--- config.mk ---
export PLATFORM = sky130hd
export DESIGN_NAME = rect_fill_engine
export DESIGN_NICKNAME = d
export VERILOG_FILES = /design/src/rtl/rect_fill_engine_pkg.sv /design/src/rtl/rect_fill_engine_raster_stepper.sv /design/src/rtl/rect_fill_engine.sv
export SDC_FILE = /design/constraint.sdc
export NUM_CORES = 1
export LEC_CHECK = 0
export BUFFER_PORTS_ARGS = -buffer_cell sky130_fd_sc_hd__buf_4
export CAP_MARGIN = 15
export CORE_MARGIN = 10
export CORE_UTILIZATION = 44
export CTS_CLUSTER_DIAMETER = 150
export DETAILED_ROUTE_END_ITERATION = 10
export GPL_TIMING_DRIVEN = 1
export PLACE_DENSITY = 0.67
export SLEW_MARGIN = 10
export SYNTH_ARGS = -nofsm -noshare
export SYNTH_HDL_FRONTEND = slang
export SYNTH_SLANG_ARGS = --single-unit
--- constraint.sdc ---
create_clock -name clk -period 6.65 [get_ports clk]
set_input_delay 0.9975 -clock clk [delete_from_list [all_inputs] [get_ports clk]]
set_output_delay 0.9975 -clock clk [all_outputs]
set_load 0.01 [all_outputs]
--- src/rtl/rect_fill_engine_pkg.sv ---
// Shared types and helpers for the rectangle fill engine.
package fill_pkg;

    typedef enum logic [1:0] {S_IDLE, S_FILL, S_DONE} fill_state_t;

    localparam int DEF_WIDTH  = 640;
    localparam int DEF_HEIGHT = 480;

    function automatic int clamp(input int v, input int hi);
        return (v > hi) ? hi : v;
    endfunction

endpackage

--- src/rtl/rect_fill_engine_raster_stepper.sv ---
// Raster-order x/y walker: loads a start pixel, steps with row wrap, flags the final pixel.
module raster_stepper #(
    parameter int COORD_W = 11
) (
    input  logic               clk,
    input  logic               reset_n,
    input  logic               load,
    input  logic               step,
    input  logic [COORD_W-1:0] load_x,
    input  logic [COORD_W-1:0] load_y,
    input  logic [COORD_W-1:0] x_wrap,
    input  logic [COORD_W-1:0] x_end,
    input  logic [COORD_W-1:0] y_end,
    output logic [COORD_W-1:0] next_x,
    output logic [COORD_W-1:0] next_y,
    output logic               last
);

    logic [COORD_W-1:0] x_reg;
    logic [COORD_W-1:0] y_reg;

    assign last = (x_reg == x_end) && (y_reg == y_end);

    always_comb begin
        next_x = x_reg + 1'b1;
        next_y = y_reg;
        if (x_reg == x_end) begin
            next_x = x_wrap;
            next_y = y_reg + 1'b1;
        end
    end

    always_ff @(posedge clk) begin
        if (!reset_n) begin
            x_reg <= '0;
            y_reg <= '0;
        end else if (load) begin
            x_reg <= load_x;
            y_reg <= load_y;
        end else if (step) begin
            x_reg <= next_x;
            y_reg <= next_y;
        end
    end

endmodule

--- src/rtl/rect_fill_engine.sv ---
// Rectangle fill engine in front of the framebuffer write port; client writes pass through when idle.
// Define FILL_CHECKER_EN for a 1-pixel checkerboard fill instead of a solid colour.
module rect_fill_engine
    import fill_pkg::*;
#(
    parameter int WIDTH   = DEF_WIDTH,
    parameter int HEIGHT  = DEF_HEIGHT,
    parameter int COORD_W = 11,
    parameter int COLOR_W = 1
) (
    input  logic               clk,
    input  logic               reset_n,
    input  logic               start,
    input  logic [COORD_W-1:0] x0,
    input  logic [COORD_W-1:0] y0,
    input  logic [COORD_W-1:0] x1,
    input  logic [COORD_W-1:0] y1,
    input  logic [COLOR_W-1:0] fill_color,
    output logic               busy,
    output logic               done,
    input  logic [COORD_W-1:0] cl_x,
    input  logic [COORD_W-1:0] cl_y,
    input  logic [COLOR_W-1:0] cl_color,
    input  logic               cl_write,
    output logic               cl_ready,
    output logic [COORD_W-1:0] fb_x,
    output logic [COORD_W-1:0] fb_y,
    output logic [COLOR_W-1:0] fb_color,
    output logic               fb_write
);

    localparam logic [COORD_W-1:0] X_MAX = COORD_W'(WIDTH - 1);
    localparam logic [COORD_W-1:0] Y_MAX = COORD_W'(HEIGHT - 1);

    fill_state_t        state_reg, state_next;
    logic [COORD_W-1:0] x0_reg, x1c_reg, y1c_reg;
    logic [COLOR_W-1:0] color_reg;
    logic [COORD_W-1:0] fb_x_reg, fb_y_reg;
    logic [COLOR_W-1:0] fb_color_reg;
    logic               fb_write_reg, busy_reg, done_reg, cl_ready_reg;

    logic [COORD_W-1:0] x1c_in, y1c_in, next_x, next_y;
    logic [COLOR_W-1:0] first_color, step_color;
    logic               empty_in, last, load, step;

    assign x1c_in   = COORD_W'(clamp(int'(x1), WIDTH - 1));
    assign y1c_in   = COORD_W'(clamp(int'(y1), HEIGHT - 1));
    assign empty_in = (x0 > x1c_in) || (y0 > y1c_in) || (x0 > X_MAX) || (y0 > Y_MAX);

`ifdef FILL_CHECKER_EN
    // Checker parity uses absolute coordinates so adjacent fills tile seamlessly.
    assign first_color = (x0[0] ^ y0[0]) ? ~fill_color : fill_color;
    assign step_color  = (next_x[0] ^ next_y[0]) ? ~color_reg : color_reg;
`else
    assign first_color = fill_color;
    assign step_color  = color_reg;
`endif

    raster_stepper #(.COORD_W(COORD_W)) u_stepper (
        .clk    (clk),
        .reset_n(reset_n),
        .load   (load),
        .step   (step),
        .load_x (x0),
        .load_y (y0),
        .x_wrap (x0_reg),
        .x_end  (x1c_reg),
        .y_end  (y1c_reg),
        .next_x (next_x),
        .next_y (next_y),
        .last   (last)
    );

    always_comb begin
        state_next = state_reg;
        load       = 1'b0;
        step       = 1'b0;
        case (state_reg)
            S_IDLE: if (start) begin
                load       = !empty_in;
                state_next = empty_in ? S_DONE : S_FILL;
            end
            S_FILL: begin
                if (last) state_next = S_DONE;
                else      step       = 1'b1;
            end
            default: state_next = S_IDLE;
        endcase
    end

    always_ff @(posedge clk) begin
        if (state_reg == S_IDLE && start) begin
            x0_reg    <= x0;
            x1c_reg   <= x1c_in;
            y1c_reg   <= y1c_in;
            color_reg <= fill_color;
        end
    end

    always_ff @(posedge clk) begin
        if (!reset_n) begin
            state_reg    <= S_IDLE;
            fb_x_reg     <= '0;
            fb_y_reg     <= '0;
            fb_color_reg <= '0;
            fb_write_reg <= 1'b0;
            busy_reg     <= 1'b0;
            done_reg     <= 1'b0;
            cl_ready_reg <= 1'b0;
        end else begin
            state_reg    <= state_next;
            busy_reg     <= (state_next != S_IDLE);
            done_reg     <= (state_next == S_DONE);
            cl_ready_reg <= (state_next == S_IDLE);
            fb_write_reg <= 1'b0;
            case (state_reg)
                S_IDLE: begin
                    if (start) begin
                        // The first fill pixel goes out on the same edge that latches the rectangle.
                        if (!empty_in) begin
                            fb_x_reg     <= x0;
                            fb_y_reg     <= y0;
                            fb_color_reg <= first_color;
                            fb_write_reg <= 1'b1;
                        end
                    end else begin
                        fb_x_reg     <= cl_x;
                        fb_y_reg     <= cl_y;
                        fb_color_reg <= cl_color;
                        fb_write_reg <= cl_write && (cl_x <= X_MAX) && (cl_y <= Y_MAX);
                    end
                end
                S_FILL: if (!last) begin
                    fb_x_reg     <= next_x;
                    fb_y_reg     <= next_y;
                    fb_color_reg <= step_color;
                    fb_write_reg <= 1'b1;
                end
                default: ;
            endcase
        end
    end

    assign fb_x     = fb_x_reg;
    assign fb_y     = fb_y_reg;
    assign fb_color = fb_color_reg;
    assign fb_write = fb_write_reg;
    assign busy     = busy_reg;
    assign done     = done_reg;
    assign cl_ready = cl_ready_reg;

endmodule

## Word level (Yosys, flattened, before mapping)

Index checks and enable logic that the tools add are counted.

- Register bits after elaboration: 85
- Bits in latches: 0
- RAM bits: 0
- Memory bits (read-only): 0
- Bits of input ports: 72
- Memories kept: 0

- $add $sub $neg: 2
- $mul: 0
- Divide/modulo/power cells: 0
- $lt $le $gt $ge: 8
- Equal/unequal tests: 6
- Shifts and indexed selects: 0
- Muxes and demuxes: 31
- Bitwise logic cells: 0
- Reduce and logical (&&, ||, !) cells: 14

Operators by type and width:

| kind | count |
|---|---|
| $mux W11 | 14 |
| $pmux W11 S2 | 2 |
| $add A11 B1 Y11 const B | 2 |
| $eq A11 B11 Y1 | 2 |
| $gt A11 B10 Y1 const B | 2 |
| $gt A11 B11 Y1 | 2 |
| $gt A11 B9 Y1 const B | 2 |
| $le A11 B10 Y1 const B | 1 |
| $le A11 B9 Y1 const B | 1 |
| $mux W1 | 9 |
| $mux W2 | 3 |
| $reduce_bool A2 Y1 | 3 |
| $logic_and A1 B1 Y1 | 4 |
| $logic_not A2 Y1 | 2 |
| $pmux W1 S2 | 2 |
| $pmux W2 S2 | 1 |
| $logic_or A1 B1 Y1 | 3 |
| $ne A3 B3 Y1 const B | 1 |
| $reduce_and A3 Y1 | 1 |
| $eq A2 B1 Y1 const B | 1 |
| $eq A2 B2 Y1 const B | 1 |
| $ne A2 B2 Y1 const B | 1 |
| $logic_not A1 Y1 | 1 |

## Longest topological paths before layout

Gate-level depths: netlist (run 1).

- Depth in word-level cells: 10
- Depth in mapped cells: 12
- Gate-level depth less buffers: 11

## By module

Synthesis (run 1) repeated with hierarchy kept, for this count alone.

- Cell total of the unflattened synthesis: 600
- Area, all modules: 5,452.7 sq um

By module, submodules not included:

| module | instances | cells each | area an instance (sq um) |
|---|---|---|---|
| rect_fill_engine | 1 | 325 | 3,375.7 |
| raster_stepper | 1 | 275 | 2,077.0 |

## Least setup slack after synthesis (run 1)

No wires, ideal clock.

- Path kind: input to register
- From: input port x1[7]
- To: register u_stepper.y_reg[6]
- Setup time: 0.122 ns
- Arrival: 3.376 ns
- Data required time: 6.528 ns
- Slack: 3.152 ns
- Cell stages on the path: 10
- Path buffers: 0
- Path through: o21a_1 or2_2 nor2_1 ha_1 a21oi_1 o21ai_0 or4b_4 a221oi_2 nor2_2 a311o_1

- Cells in the longest elaborated chain, start to end: 10

RTL lines:

| item | RTL line | text |
|---|---|---|
| from (decl) | rect_fill_engine.sv:16 | `input logic [COORD_W-1:0] x1,` |
| $gt A11 B10 Y1 | rect_fill_engine_pkg.sv:10 | `return (v > hi) ? hi : v;` |
| $mux W11 * | rect_fill_engine_pkg.sv:10 |  |
| $gt A11 B11 Y1 * | rect_fill_engine.sv:48 | `assign empty_in = (x0 > x1c_in) \|\| (y0 > y1c_in) \|\| (x0 > X_MAX) \|\| (y0 > Y_MAX);` |
| $logic_or A1 B1 Y1 * (3 in a row) | rect_fill_engine.sv:48 |  |
| $logic_not A1 Y1 * | n/a |  |
| $mux W1 * | rect_fill_engine.sv:79 | `S_IDLE: if (start) begin` |
| $mux W1 * | rect_fill_engine.sv:78 | `case (state_reg)` |
| $mux W11 / $reduce_bool A2 Y1 (equally long branches) | n/a |  |
| to (signal assigned) | rect_fill_engine_raster_stepper.sv:39 | `y_reg <= load_y;` |
| to (signal assigned) | rect_fill_engine_raster_stepper.sv:42 | `y_reg <= next_y;` |
| to (decl) | rect_fill_engine_raster_stepper.sv:20 | `logic [COORD_W-1:0] y_reg;` |

Mark *: on every way between the ends. The rest lies on a longest branch, timed or not.
A chain may end at the register's enable or synchronous reset.

## Final worst setup path (run 1)

- From: input port x1[7]
- To: register fb_x_reg[5], in the netlist fb_x[5]

- Cells in the longest elaborated chain, start to end: 8

RTL lines:

| item | RTL line | text |
|---|---|---|
| $gt A11 B10 Y1 | rect_fill_engine_pkg.sv:10 |  |
| $mux W11 * | rect_fill_engine_pkg.sv:10 |  |
| $gt A11 B11 Y1 * | rect_fill_engine.sv:48 |  |
| $logic_or A1 B1 Y1 * (3 in a row) | rect_fill_engine.sv:48 |  |
| $ne A3 B3 Y1 (no source line) * | n/a |  |
| $reduce_and A3 Y1 (no source line) * | n/a |  |
| to (signal assigned) | rect_fill_engine.sv:127 | `fb_x_reg <= cl_x;` |
| to (signal assigned) | rect_fill_engine.sv:134 | `fb_x_reg <= next_x;` |
| to (decl) | rect_fill_engine.sv:38 | `logic [COORD_W-1:0] fb_x_reg, fb_y_reg;` |

Marked as above.

==> results of run 1 <==
[cell type report]
| cell class | instances | area share (%) |
|---|---|---|
| multi-input cells | 419 | 46.6 |
| flip-flops and latches | 85 | 31.9 |
| repair buffers | 104 | 12.2 |
| well taps | 147 | 2.87 |
| clock inverters | 6 | 1.03 |
| inverters | 26 | 1.52 |
| clock buffers | 10 | 3.91 |
[cell usage after synthesis, types with 5 or more instances]
cell type | n | area [um^2]
mux2i_1 | 46 | 460
nand4_1 | 22 | 138
nand3_1 | 28 | 140
a22oi_1 | 13 | 97.6
buf_2 | 6 | 30.0
edfxtp_1 | 34 | 1020
a31oi_1 | 5 | 31.3
or3_1 | 7 | 43.8
clkbuf_1 | 23 | 86.3
nor2_1 | 18 | 67.6
xor2_1 | 9 | 78.8
and3_1 | 6 | 37.5
nor4_1 | 7 | 43.8
a21oi_1 | 45 | 225
and4_1 | 8 | 70.1
mux2_2 | 11 | 124
nand2b_1 | 5 | 31.3
xnor2_1 | 29 | 254
ha_1 | 24 | 300
nand2_1 | 40 | 150
o21ai_0 | 25 | 125
inv_1 | 26 | 97.6
nor3_1 | 9 | 45.0
dfxtp_1 | 51 | 1020
[cells by family (layout without fill, tap and decap cells)]
family          Yosys count  after routing  share of synthesized area (%)
simple gates            170            170                           17.7
buf+inv                  65            146                           5.45
compound gates          124            124                           15.2
flops                    85             85                           38.5
fa+ha+maj                24             24                           5.67
other cells               2              6                          0.142
xor+xnor                 38             38                           6.28
mux                      57             57                           11.0
[placed cells by master, fill, tap and decap left out, types with 4 or more instances in the layout]
| cell | netlist | final |
|---|---|---|
| inv_1 | 26 | 26 |
| conb_1 | 2 | 6 |
| edfxtp_1 | 34 | 34 |
| buf_4 | 2 | 103 |
| clkbuf_16 | 0 | 10 |
| xnor2_1 | 29 | 29 |
| or3_1 | 7 | 7 |
| mux2i_1 | 46 | 46 |
| a22oi_1 | 13 | 13 |
| and3_1 | 6 | 6 |
| mux2_2 | 11 | 11 |
| a21oi_1 | 45 | 45 |
| xor2_1 | 9 | 9 |
| nor3_1 | 9 | 9 |
| o211ai_1 | 4 | 4 |
| nand4_1 | 22 | 22 |
| ha_1 | 24 | 24 |
| nor4_1 | 7 | 7 |
| a31oi_1 | 5 | 5 |
| dfxtp_1 | 51 | 51 |
| nor2_1 | 18 | 18 |
| nand3_1 | 28 | 28 |
| o21ai_0 | 25 | 25 |
| nand2b_1 | 5 | 5 |
| and4_1 | 8 | 8 |
| nand2_1 | 40 | 40 |
| or2_2 | 4 | 4 |
[worst register-to-register path: stages, from the launching register on]
cell and delay, ns:
dfxtp_1 0.48, xnor2_1 0.20, nand4_2 0.29, nor3_4 0.53, buf_4 0.35, mux2_2 0.40, o21ai_0 0.30, mux2i_1 0.11
[routing by layer]
metal	part of all wire [%]	wire (um)	GRT usage, %
met2	46	7280	29.5
met3	8.1	1280	3.20
met5	0	0	0
met4	1.5	244	6.28
met1	45	7080	24.7
[path summary, 6_finish.rpt]
kind                      start  endpoint  slack, ns
max                       x1[7]   fb_x[5]       2.64
min                    fb_y[10]  fb_y[10]       0.46
max reg2reg  u_stepper.x_reg[2]   fb_x[1]       3.86
min reg2reg            fb_y[10]  fb_y[10]       0.46
[per-stage QoR]
| step | std cells | util (%) | power, mW | setup WS (ns) |
|---|---|---|---|---|
| floorplan | 569 | - | 0.703 | 3.15 |
| global placement | 780 | 51.0 | 0.790 | 2.39 |
| detailed placement | 780 | 51.0 | 0.797 | 2.21 |
| CTS | 796 | 53.7 | 1.32 | 2.57 |
| global route | 797 | 53.8 | 1.36 | 2.44 |
| finish | 797 | 53.8 | 1.32 | 2.64 |
[report_power, final]
part,internal [mW],total (mW),switching (mW)
clock,0.316,0.534,0.218
combinational,0.0926,0.200,0.108
sequential,0.571,0.585,0.0145
total,0.979,1.32,0.341
==> impl_metrics.toml, run 1 <==
[timing]
fin_skew_ns = 0.00758
finalHoldViolations = 0
rsz0062_at_grt = "false"
finalCritPeriodShare_pct = 60.2
hold_slack_ns = 0.460
worst_pin_slew_ns = 1.00
slew_violations = 0
layout_min_cycle_time_ns = 4.01
setup_tns_ns = 0
clock.fmax_mhz = 250
finalSetupViolations = 0
slew_headroom_pct = 33.4

[global_routing]
grt_pass1_wl_um = 24700
grt-ovfl-total = 0
grt_start_max_net_pins = 49
grt_usage_pct = 18.5
grt_pass1_vias = 4733
grt_antenna_before_repair = 0

[synthesis]
synth-main-ff-cell = "dfxtp_1"
netlist_instances = 565
synth_seq_cells = 85
syn_area_per_cell_um2 = 9.38
synth_edf_count = 34
yosysSeqAreaShare_pct = 38.5
syn_area_mm2 = 0.00530
synthArstFlopShare_pct = 0
synth.yosys.warnings = 0
ys_types = 59

[detailed_routing]
via_count = 4686
drc = 0
drt_pass1_iterations = 5
initialDrtViolationCount = 433
wl_per_cell_um = 19.9
vias_per_cell = 5.88
wirelength_um = 15900
ant_nets = 0

[place]
io_buffers = 98
placed_area_mm2 = 0.00608
gp_congestion = 0.906
dp_hpwl_um = 12000

[setup_path]
reg2regPathDepth = 7
crit_path_end_kind = "register"
crit_chain = "buf_4, o21a_1, or2_2, nor2_1, ha_1, a21oi_1, o21ai_0, or4b_4, a221oi_2, o21ai_2, buf_4, mux2i_1"
setup.worst_path.class = "input pin to register"
cp.depth = 12
start_kind = "input pin"
path_max_fanout = 23
slowest_delay_ns = 0.82
cpMaxStageDelayCell = "a221oi_2"
cp.arrival_ns = 4.22
worstPathRequired_ns = 6.86
crit_family = "compound AO/OA/AOI/OAI gates"
crit_top_cell = "buf_4"
crit_buf_inv = 2

[floorplan]
fp-row-count = 40
io_pins = 99
start_util_pct = 44.5
fp.dieH_um = 130
fp.dieW_um = 130
core-area_mm2 = 0.0119
dieArea_mm2 = 0.0168

[clock_tree]
cts_buffer_depth = 2
tritoncts = "done"
clk_latency_ns = 0.34
cts_made_buffers = 9
clock-sinks = 85
cts_hold_repair.buffers = 0
clock_tree.root_cell = "clkbuf_16"
path_clk_slew_ns = 0.06
post_cts_buffers = 0
cts_resized = 0
cts_max_level = 3

[flow_run]
drv_cap = 0

[pwr]
power_density_mw_per_mm2 = 206
ir_drop_mv = 0.111
leakage_nw = 2.64

[layout]
area_growth_syn_to_layout_pct = 20.9
fillers = 1104
drive_above_1_share_pct = 22.8
multi_input_area_mm2 = 0.00298
nets = 741
stdcell_area_mm2 = 0.00641
diodes = 0
regArea_mm2 = 0.00204

[min_path]
hold_class = "register to register"
min_path_cells = 2

[status]
status = "finished clean"
Power figures use the tool's default switching activity.
==> run 2, diff against run 1 <==
--- a/config.mk
+++ b/config.mk
@@ -12,7 +12,7 @@
 export CTS_CLUSTER_DIAMETER = 150
 export DETAILED_ROUTE_END_ITERATION = 10
 export GPL_TIMING_DRIVEN = 1
-export PLACE_DENSITY = 0.67
+export PLACE_DENSITY = 0.69
 export SLEW_MARGIN = 10
 export SYNTH_ARGS = -nofsm -noshare
 export SYNTH_HDL_FRONTEND = slang
==> constraint.sdc (replaced) <==
create_clock -name clk -period 3.3 [get_ports clk]
set_input_delay 0.495 -clock clk [delete_from_list [all_inputs] [get_ports clk]]
set_output_delay 0.495 -clock clk [all_outputs]
set_load 0.01 [all_outputs]
==> impl_metrics.toml, run 2 (synthesis results as in run 1) <==
[timing]
slew_headroom_pct = 48.6
fin_skew_ns = 0.00775
clock.fmax_mhz = 336
setup_tns_ns = 0
worst_pin_slew_ns = 0.769
fin_ws_ns = 0.322
finalHoldViolations = 0
finalSetupViolations = 0
slew_violations = 0
rsz0062_at_grt = "false"
layout_min_cycle_time_ns = 2.98
finalCritPeriodShare_pct = 90.3

[global_routing]
grt_pass1_wl_um = 24900
grt_usage_pct = 18.6
grt_start_max_net_pins = 52
grt_pass1_vias = 4689
grt_antenna_before_repair = 0
grt-ovfl-total = 0

[detailed_routing]
via_count = 4750
wl_per_cell_um = 19.8
drt_pass1_iterations = 5
top_layer = "met4"
drc = 0
initialDrtViolationCount = 431
wl_met3_um = 1370
drt-met1-wl_um = 7060
wirelength_um = 15900
ant_nets = 0
dr_wl_met2_um = 7220
vias_per_cell = 5.92

[floorplan]
io_pins = 99
dieArea_mm2 = 0.0168
fp.dieH_um = 130
fp.dieW_um = 130
start_util_pct = 44.5
fp-row-count = 40
core-area_mm2 = 0.0119

[clock_tree]
clk_latency_ns = 0.34
tritoncts = "done"
cts_resized = 0
clock-sinks = 85
cts_buffer_depth = 2
post_cts_buffers = 0
path_clk_slew_ns = 0.07
clock_tree.root_cell = "clkbuf_16"
cts_hold_repair.buffers = 0
cts_max_level = 3
cts_made_buffers = 9

[layout]
final_util_pct = 54.1
drive_above_1_share_pct = 23.4
diodes = 0
layout_common_cells = "107 x buf_4, 51 x dfxtp_1, 46 x mux2i_1, 45 x a21oi_1, 40 x nand2_1"
nets = 746
final_common_cell = "buf_4"
area_growth_syn_to_layout_pct = 21.7

[setup_path]
crit_chain = "buf_4, o21a_1, or2_2, nor2_1, ha_1, a21oi_1, o21ai_0, or4b_4, a221oi_2, buf_4, buf_12, a221oi_1, a211oi_1"
crit_family = "compound AO/OA/AOI/OAI gates"
cpMaxStageDelayCell = "or4b_4"
worstPathRequired_ns = 3.55
setup.worst_path.class = "input pin to register"
cp.arrival_ns = 3.23
path_max_fanout = 10
crit_buf_inv = 3
crit_path_end_kind = "register"
slowest_delay_ns = 0.53
start_kind = "input pin"
crit_top_cell = "buf_4"

[flow_run]
drv_cap = 0

[pwr]
leakage_nw = 2.67
ir_drop_mv = 0.190
power_density_mw_per_mm2 = 403

[place]
place_ws_ns = -0.0236
gp_congestion = 0.901
io_buffers = 98
dp_hpwl_um = 12100

[status]
status = "finished clean"

[min_path]
hold_class = "input pin to register"
run 2: cell type report:
class / instances / area (um^2)
tap: 147 / 184
timing repair buffer: 109 / 843
multi-input combinational: 419 / 2980
inverter: 26 / 97.6
fill: 1074 / 5460
clock inverter: 5 / 36.3
clock buffer: 11 / 264
sequential: 85 / 2040
run 2: path summary, 6_finish.rpt:
| path | slack [ns] | start | cells after the start | endpoint |
|---|---|---|---|---|
| worst max-delay path | 0.32 | x1[7] | 13 | u_stepper.y_reg[0] |
| worst min-delay path | 0.34 | fill_color | 1 | color_reg |
| worst max register to register | 0.62 | u_stepper.x_reg[3] | 7 | fb_y[1] |
| worst min register to register | 0.46 | fb_y[7] | 2 | fb_y[7] |
run 2: report_power, final:
group	total, mW	switching (mW)	internal [mW]
Clock	1.01	0.431	0.581
Sequential	1.18	0.0279	1.15
Combinational	0.409	0.217	0.191
Total	2.60	0.676	1.92
run 2: through the flow:
| step | cells | hold WS [ns] | power [mW] | instance area, um^2 |
|---|---|---|---|---|
| finish | 802 | 0.341 | 2.60 | 6450 |
| global route | 802 | 0.342 | 2.69 | 6450 |
| CTS | 802 | 0.332 | 2.61 | 6450 |
| detailed placement | 786 | 0.453 | 1.61 | 6150 |
| global placement | 786 | 0.449 | 1.60 | 6150 |
| floorplan | 569 | 0.473 | 1.42 | 5310 |
run 2: metal layers:
| layer | up-vias | GRT usage, % |
|---|---|---|
| li1 | 2264 | - |
| met1 | 2243 | 25.1 |
| met2 | 220 | 29.4 |
| met3 | 23 | 3.49 |
| met4 | 0 | 5.75 |
| met5 | - | 0 |
==> run 3, diff against run 2 <==
--- a/config.mk
+++ b/config.mk
@@ -8,11 +8,11 @@
 export BUFFER_PORTS_ARGS = -buffer_cell sky130_fd_sc_hd__buf_4
 export CAP_MARGIN = 15
 export CORE_MARGIN = 10
-export CORE_UTILIZATION = 44
+export CORE_UTILIZATION = 51
 export CTS_CLUSTER_DIAMETER = 150
 export DETAILED_ROUTE_END_ITERATION = 10
 export GPL_TIMING_DRIVEN = 1
-export PLACE_DENSITY = 0.69
+export PLACE_DENSITY = 0.78
 export SLEW_MARGIN = 10
 export SYNTH_ARGS = -nofsm -noshare
 export SYNTH_HDL_FRONTEND = slang
==> impl_metrics.toml, run 3 (synthesis results as in run 1) <==
[status]
status = "finished clean"

[detailed_routing]
ant_nets = 0
via_count = 4781
vias_per_cell = 6.04
initialDrtViolationCount = 437
wirelength_um = 15300
drt_pass1_iterations = 6
wl_per_cell_um = 19.3
drc = 0

[global_routing]
grt_usage_pct = 20.1
grt_antenna_before_repair = 0
grt_pass1_wl_um = 24100
grt_pass1_vias = 4547
grt_start_max_net_pins = 52
grt-ovfl-total = 0

[clock_tree]
cts_buffer_depth = 2
tritoncts = "done"
cts_made_buffers = 9
cts_max_level = 3
clock_tree.root_cell = "clkbuf_8"
post_cts_buffers = 0
clock-sinks = 85
cts_hold_repair.buffers = 0
clk_latency_ns = 0.36
path_clk_slew_ns = 0.08
cts_resized = 0

[min_path]
hold_class = "input pin to register"
worstHoldStart = "fill_color"
min_path_cells = 1

[setup_path]
worstPathRequired_ns = 3.57
crit_path_end_kind = "register"
path_max_fanout = 10
cp.arrival_ns = 3.22
crit-reg2reg-launch = "u_stepper.x_reg[3]"
start_kind = "input pin"
reg2regPathDepth = 7
crit_start = "x1[7]"
setup.worst_path.class = "input pin to register"

[timing]
worst_pin_slew_ns = 0.758
fin_ws_ns = 0.347
finalHoldViolations = 0
setup_tns_ns = 0
rsz0062_at_grt = "false"
slew_headroom_pct = 49.4
hold_slack_ns = 0.328
layout_min_cycle_time_ns = 2.95
fin_skew_ns = 0.00680
slew_violations = 0
clock.fmax_mhz = 339
finalSetupViolations = 0
finalCritPeriodShare_pct = 89.5

[flow_run]
drv_cap = 0

[layout]
drive_above_1_share_pct = 22.9
layout_common_cells = "108 x buf_4, 51 x dfxtp_1, 46 x mux2i_1, 45 x a21oi_1, 40 x nand2_1"
stdcell_area_mm2 = 0.00632
area_growth_syn_to_layout_pct = 19.4
diodes = 0
nets = 747
final_common_cell = "buf_4"

[floorplan]
fp.dieH_um = 122
core-area_mm2 = 0.0102
io_pins = 99
dieArea_mm2 = 0.0149
start_util_pct = 51.8
fp-row-count = 37
fp.dieW_um = 122

[place]
place_ws_ns = -0.00481
io_buffers = 98
dp_hpwl_um = 11800
placed_area_mm2 = 0.00614
gp_congestion = 0.911

[pwr]
power_density_mw_per_mm2 = 363
leakage_nw = 2.61
ir_drop_mv = 0.158
run 3: final cells by class:
| type | instances | area [um^2] |
|---|---|---|
| Fill cell | 873 | 3910 |
| Clock inverter | 6 | 53.8 |
| Sequential cell | 85 | 2040 |
| Tap cell | 136 | 170 |
| Inverter | 26 | 97.6 |
| Clock buffer | 10 | 128 |
| Multi-Input combinational cell | 419 | 2980 |
| Timing Repair Buffer | 110 | 851 |
run 3: per-layer routing:
layer,up-vias,global-route usage [%],part of all wire (%)
li1,2256,-,-
met1,2324,27.9,46
met2,189,31.2,46
met3,12,3.65,8.0
met4,0,5.96,0.93
met5,-,0,0
run 3: report_power, final:
part	switching, mW	internal [mW]	leakage (nW)	total, mW
combinational	0.216	0.192	1.80	0.408
clock	0.370	0.341	0.0888	0.712
sequential	0.0283	1.15	0.722	1.18
run 3: path summary, 6_finish.rpt:
| path | to | slack (ns) |
|---|---|---|
| max | u_stepper.y_reg[2] | 0.35 |
| min | color_reg | 0.33 |
| max reg2reg | fb_y[1] | 0.61 |
| min reg2reg | fb_y[8] | 0.46 |
run 3: worst max-delay path, cell delays in order:
cell and delay, ns:
buf_4 0.11, o21a_1 0.22, or2_2 0.31, nor2_1 0.15, ha_1 0.27, a21oi_1 0.14, o21ai_0 0.09, or4b_4 0.53
a221oi_2 0.26, buf_4 0.18, buf_12 0.12, a221oi_1 0.07, a211oi_1 0.26
run 3: per-stage QoR:
step | std cells | util [%] | total power, mW
floorplan | 569 | - | 1.42
global placement | 776 | 60.0 | 1.59
detailed placement | 776 | 60.0 | 1.61
CTS | 792 | 61.8 | 2.30
global route | 792 | 61.8 | 2.39
finish | 792 | 61.8 | 2.30
